`src/rtl/srt4_ctrl_pkg.sv`:
```
// Shared definitions for the SRT radix-4 divider control path counters.
// Holds the default channel widths and the request priority encoding.
package srt4_ctrl_pkg;

  localparam int ITER_CNT_W  = 2;
  localparam int SHIFT_CNT_W = 3;

  // Last quotient-digit iteration index of the radix-4 loop.
  localparam int ITER_TERM   = 3;

  typedef enum logic [2:0] {
    OP_HOLD = 3'd0,
    OP_CLR  = 3'd1,
    OP_LOAD = 3'd2,
    OP_INC  = 3'd3,
    OP_DEC  = 3'd4
  } cnt_op_t;

  // clr beats load; inc and dec together cancel out to a hold.
  function automatic cnt_op_t decode_op(
    input logic clr,
    input logic load,
    input logic inc,
    input logic dec
  );
    cnt_op_t op;
    if (clr) begin
      op = OP_CLR;
    end else if (load) begin
      op = OP_LOAD;
    end else if (inc && dec) begin
      op = OP_HOLD;
    end else if (inc) begin
      op = OP_INC;
    end else if (dec) begin
      op = OP_DEC;
    end else begin
      op = OP_HOLD;
    end
    return op;
  endfunction

endpackage

```
`src/rtl/srt4_cnt_next.sv`:
```
// Next-state logic for one step-counter channel: new count value,
// overflow/underflow set requests and terminal-value entry detection.
module srt4_cnt_next
  import srt4_ctrl_pkg::*;
#(
  parameter int WIDTH    = 3,
  parameter int SATURATE = 0,
  parameter int TERM_VAL = 3
) (
  input  cnt_op_t          op,
  input  logic [WIDTH-1:0] count,
  input  logic [WIDTH-1:0] load_val,
  output logic [WIDTH-1:0] next_count,
  output logic             ovf_set,
  output logic             unf_set,
  output logic             term_entry
);

  localparam logic [WIDTH-1:0] MAX_VAL = {WIDTH{1'b1}};
  localparam logic [WIDTH-1:0] TERM    = WIDTH'(TERM_VAL);
  localparam logic [WIDTH-1:0] ONE     = WIDTH'(1);
  localparam bit               SAT     = (SATURATE != 0);

  always_comb begin
    next_count = count;
    ovf_set    = 1'b0;
    unf_set    = 1'b0;
    unique case (op)
      OP_CLR: begin
        next_count = '0;
      end
      OP_LOAD: begin
        next_count = load_val;
      end
      OP_INC: begin
        if (count == MAX_VAL) begin
          ovf_set    = 1'b1;
          next_count = SAT ? MAX_VAL : '0;
        end else begin
          next_count = count + ONE;
        end
      end
      OP_DEC: begin
        if (count == '0) begin
          unf_set    = 1'b1;
          next_count = SAT ? '0 : MAX_VAL;
        end else begin
          next_count = count - ONE;
        end
      end
      default: begin
        next_count = count;
      end
    endcase
  end

  // A clear landing on TERM_VAL==0 is a restart, not an arrival.
  assign term_entry = (op != OP_CLR) && (next_count == TERM) && (count != TERM);

endmodule

```
`src/rtl/srt4_step_counter.sv`:
```
// Configurable up/down step counter for the SRT radix-4 divider controller;
// one instance per count channel (iteration count, normalisation shift).
module srt4_step_counter
  import srt4_ctrl_pkg::*;
#(
  parameter int WIDTH    = SHIFT_CNT_W,
  parameter int SATURATE = 0,
  parameter int TERM_VAL = ITER_TERM
) (
  input  logic             clk,
  input  logic             rst,
  input  logic             clr,
  input  logic             load,
  input  logic [WIDTH-1:0] load_val,
  input  logic             inc,
  input  logic             dec,
  output logic [WIDTH-1:0] count,
  output logic             at_term,
  output logic             term_pulse,
  output logic             ovf,
  output logic             unf
);

  if (WIDTH < 1) begin : g_bad_width
    $error("srt4_step_counter: WIDTH must be at least 1");
  end

  if ((TERM_VAL < 0) || (TERM_VAL >= (1 << WIDTH))) begin : g_bad_term
    $error("srt4_step_counter: TERM_VAL must fit in WIDTH bits");
  end

  localparam logic [WIDTH-1:0] TERM = WIDTH'(TERM_VAL);

  cnt_op_t          op;
  logic [WIDTH-1:0] next_count;
  logic             ovf_set;
  logic             unf_set;
  logic             term_entry;

  assign op = decode_op(clr, load, inc, dec);

  srt4_cnt_next #(
    .WIDTH    (WIDTH),
    .SATURATE (SATURATE),
    .TERM_VAL (TERM_VAL)
  ) u_next (
    .op         (op),
    .count      (count),
    .load_val   (load_val),
    .next_count (next_count),
    .ovf_set    (ovf_set),
    .unf_set    (unf_set),
    .term_entry (term_entry)
  );

  // Flags are sticky until clr or reset; load leaves them alone.
  always_ff @(posedge clk or posedge rst) begin
    if (rst) begin
      count      <= '0;
      ovf        <= 1'b0;
      unf        <= 1'b0;
      term_pulse <= 1'b0;
    end else begin
      count      <= next_count;
      term_pulse <= term_entry;
      if (op == OP_CLR) begin
        ovf <= 1'b0;
        unf <= 1'b0;
      end else begin
        ovf <= ovf | ovf_set;
        unf <= unf | unf_set;
      end
    end
  end

  assign at_term = (count == TERM);

endmodule
```
`config.mk`:
```
export PLATFORM = sky130hd
export DESIGN_NAME = srt4_step_counter
export DESIGN_NICKNAME = d
export VERILOG_FILES = /design/src/rtl/srt4_ctrl_pkg.sv /design/src/rtl/srt4_cnt_next.sv /design/src/rtl/srt4_step_counter.sv
export SDC_FILE = /design/constraint.sdc
export NUM_CORES = 1
export LEC_CHECK = 0
export ABC_CLOCK_PERIOD_IN_PS = 1900
export CORE_MARGIN = 2
export CORE_UTILIZATION = 35
export CTS_BUF_LIST = sky130_fd_sc_hd__clkbuf_2
export DETAILED_ROUTE_END_ITERATION = 10
export SLEW_MARGIN = 20
export SYNTH_ARGS = -nofsm -noshare
export SYNTH_HDL_FRONTEND = slang
export SYNTH_HIERARCHICAL = 1
export SYNTH_SLANG_ARGS = --single-unit
```
`constraint.sdc`:
```
create_clock -name clk -period 1.9 [get_ports clk]
set_input_delay 0.285 -clock clk [delete_from_list [all_inputs] [get_ports clk]]
set_output_delay 0.285 -clock clk [all_outputs]
set_load 0.005 [all_outputs]
```
==> impl_metrics.toml <==
[synthesis]
synthAdderAreaFrac_pct = 12.1
synth_compound_area_share_pct = 14.8
syn_nets = 77
yosysUniqueCellTypes = 25
yosysSeqAreaShare_pct = 29.1
synth-xor-area-share_pct = 0
muxShareOfSynthArea_pct = 5.83
synth-seq-cells = 6
synth_flop_cell = "dfrtp_1"
async_reset_ff_share_pct = 100
synth_area_um2 = 515
synth_warnings = 6
syn_area_per_cell_um2 = 8.18
netlist_instances = 63
synth-simple-area-share_pct = 29.9
synth_edf_count = 0
synth_top_family_by_area = "simple AND/OR/NAND/NOR gates"

[clock_tree]
clock_sinks = 6
cts_tree = "yes"
clk_pin_slew_worst_paths_ns = 0.07
cts_buffers = 3
clock_latency_ns = 0.22
cts_max_path_buffers = 2
h-tree-depth = 1
root_buffer = "clkbuf_2"

[worst_setup_path]
cpLargestDelayFamily = "buffers and inverters"
critical_path_class = "in -> reg"
crit_top_cell = "buf_4"
critPathBufInv = 3
crit_start = "load"
slowest_stage = "clkdlybuf4s50_1"
worstPathRequired_ns = 2.00
slowest_delay_ns = 0.45
crit_cells = 8
arrival_ns = 1.92
reg2reg_depth = 7
worstSetupStartpointType = "input pin"
worst-path-max-fanout = 8
reg2reg_from = "count[0]"
end_kind = "register"
path_cells = "clkdlybuf4s50_1 > nor4b_2 > buf_4 > buf_4 > mux2i_1 > o21ai_0 > o211ai_1 > and4b_1"

[sta]
finalHoldViolCount = 0
final_max_slew_viol_count = 0
fin_crit_sh_pct = 96.3
fin_setup_tns_ns = 0
worst_pin_slew_ns = 0.275
setup_violations = 0
slew_headroom_pct = 81.7
fin_crit_ns = 1.83
clock.fmax_ghz = 0.547
clock_skew_ns = 0.0118

[layout]
area_delta_synth_final_pct = 55.8
fillerInstances = 130
final_util_pct = 60.2
diodes = 0
design_area_um2 = 803
drive_above_1_share_pct = 22.3
nets = 110

[global_route]
grt_pass1_wl_mm = 1.93
grt_pass1_vias = 502
grt.total_usage_pct = 13.9
grt_antenna_before_repair = 0
grt-ovfl-total = 0
grt_use_met1_pct = 17.6
grtUsageMet3_pct = 4.31
grt_busiest_layer = "met2"
met2_usage_pct = 22.8
grt_max_degree = 10

[floorplanning]
initial_utilization_pct = 38.6
coreArea_mm2 = 0.00133
rows = 13
die_h_um = 42.4
die_w_um = 42.4
dieArea_mm2 = 0.00180
io_pins = 16

[job]
max-cap-violations = 0

[power_and_ir_drop]
p_per_area_mw_per_mm2 = 539
ir_drop_mv = 0.287
p_leak_nw = 0.385
power_w = 0.000433

[placed_design]
place_area_um2 = 766
numPortBuffers = 15
globalplace.congestion = 0.883
dp_hpwl_um = 946

[route]
drtIter0Drc = 10
antenna_left = 0
remaining_drc_errors = 0
vias = 530
wirelength_mm = 1.19
drt-pass1-iter-count = 3
avgViaCountPerCell = 4.86
drt-wirelength-per-cell_um = 11.0

[min_path]
min_path_type = "in -> async"

[status]
status = "complete, no violations"
## worst paths after layout
| check | to | slack (ns) |
|---|---|---|
| min reg2reg | unf | 0.49 |
| min | unf | 0.27 |
| min in group clk | unf | 0.49 |
| max | term_pulse | 0.07 |
| max reg2reg | term_pulse | 0.21 |
| max in group asynchronous | term_pulse | 1.44 |
## logic make-up after synthesis
| logic type | Yosys count |
|---|---|
| simple gates | 27 |
| compound gates | 13 |
| buf+inv | 9 |
| flops | 6 |
| fa+ha+maj | 5 |
| mux | 3 |
## stage by stage
stage          setup WS, ns  std cells  hold slack [ns]
6_report             0.0711        109            0.266
3_3_place_gp         -0.196        104            0.481
3_5_place_dp         -0.190        104            0.484
2_1_floorplan         0.341         63           0.0760
5_1_grt           -0.000163        109            0.290
4_1_cts              0.0264        107            0.262
## repair_timing
| item | in CTS | in global routing |
|---|---|---|
| gates resized for setup | 0 | 1 |
| setup buffers | 0 | 2 |
| setup endpoints to repair | 0 | 1 |
| hold buffers | 0 | 0 |
## worst reg2reg max path, stage by stage (launching register included)
cell and delay, ns:
dfrtp_1 0.45, ha_1 0.25, ha_1 0.28, inv_1 0.04
mux2i_1 0.13, o22ai_1 0.08, and2_1 0.15, and4b_1 0.23
## registers in the layout (all words and copies together) (netlist names)
register and cells:
count 3, unf 1, ovf 1, term_pulse 1
## synth_stat cells (2+ instances only)
cell / count / area, µm²
a21oi_1: 4 / 20.0
nand2_1: 3 / 11.3
nand2b_1: 3 / 18.8
nor2b_1: 3 / 18.8
dfrtp_1: 6 / 150
nor3_1: 2 / 10.0
and2_1: 2 / 12.5
inv_1: 7 / 26.3
o211ai_1: 2 / 15.0
o21ai_0: 4 / 20.0
mux2i_1: 3 / 30.0
ha_1: 5 / 62.6
nor2_1: 7 / 26.3
## metal layers
metal | vias to the layer above | routed length (µm)
met5 | - | 0
met4 | 0 | 0
met3 | 0 | 71
met2 | 15 | 544
met1 | 232 | 578
li1 | 283 | -
## power by group
| group | switching, W | leakage (nW) | internal (W) | total (W) |
|---|---|---|---|---|
| registers | 0.0000225 | 0.0802 | 0.000140 | 0.000162 |
| logic | 0.0000750 | 0.292 | 0.000109 | 0.000184 |
| clock network | 0.0000436 | 0.0125 | 0.0000428 | 0.0000864 |
## final cells by class
type,instances,area [µm²],share of cell area [%]
well taps,15,18.8,2.34
repair buffers,30,263,32.7
clock buffers,3,15.0,1.87
inverters,7,26.3,3.27
multi-input cells,48,330,41.1
flip-flops and latches,6,150,18.7
## layout by cell type (no fill, tap or decap)
master / netlist / routed
a21oi_1: 4 / 4
a22oi_1: 1 / 1
and2_1: 2 / 2
and3_1: 1 / 1
and4b_1: 1 / 1
buf_4: 0 / 15
clkbuf_2: 0 / 3
clkdlybuf4s50_1: 0 / 15
dfrtp_1: 6 / 6
ha_1: 5 / 5
inv_1: 7 / 7
mux2i_1: 3 / 3
nand2_1: 3 / 3
nand2b_1: 3 / 2
nand2b_4: 0 / 1
nand3_1: 1 / 1
nor2_1: 7 / 7
nor2_2: 1 / 1
nor2b_1: 3 / 3
nor3_1: 2 / 2
nor3b_1: 1 / 1
nor4_1: 1 / 1
nor4b_2: 1 / 1
o211ai_1: 2 / 2
o21ai_0: 4 / 4
o21bai_1: 1 / 1
o22ai_1: 1 / 1
Note: power is estimated with default switching activity, not from simulation.
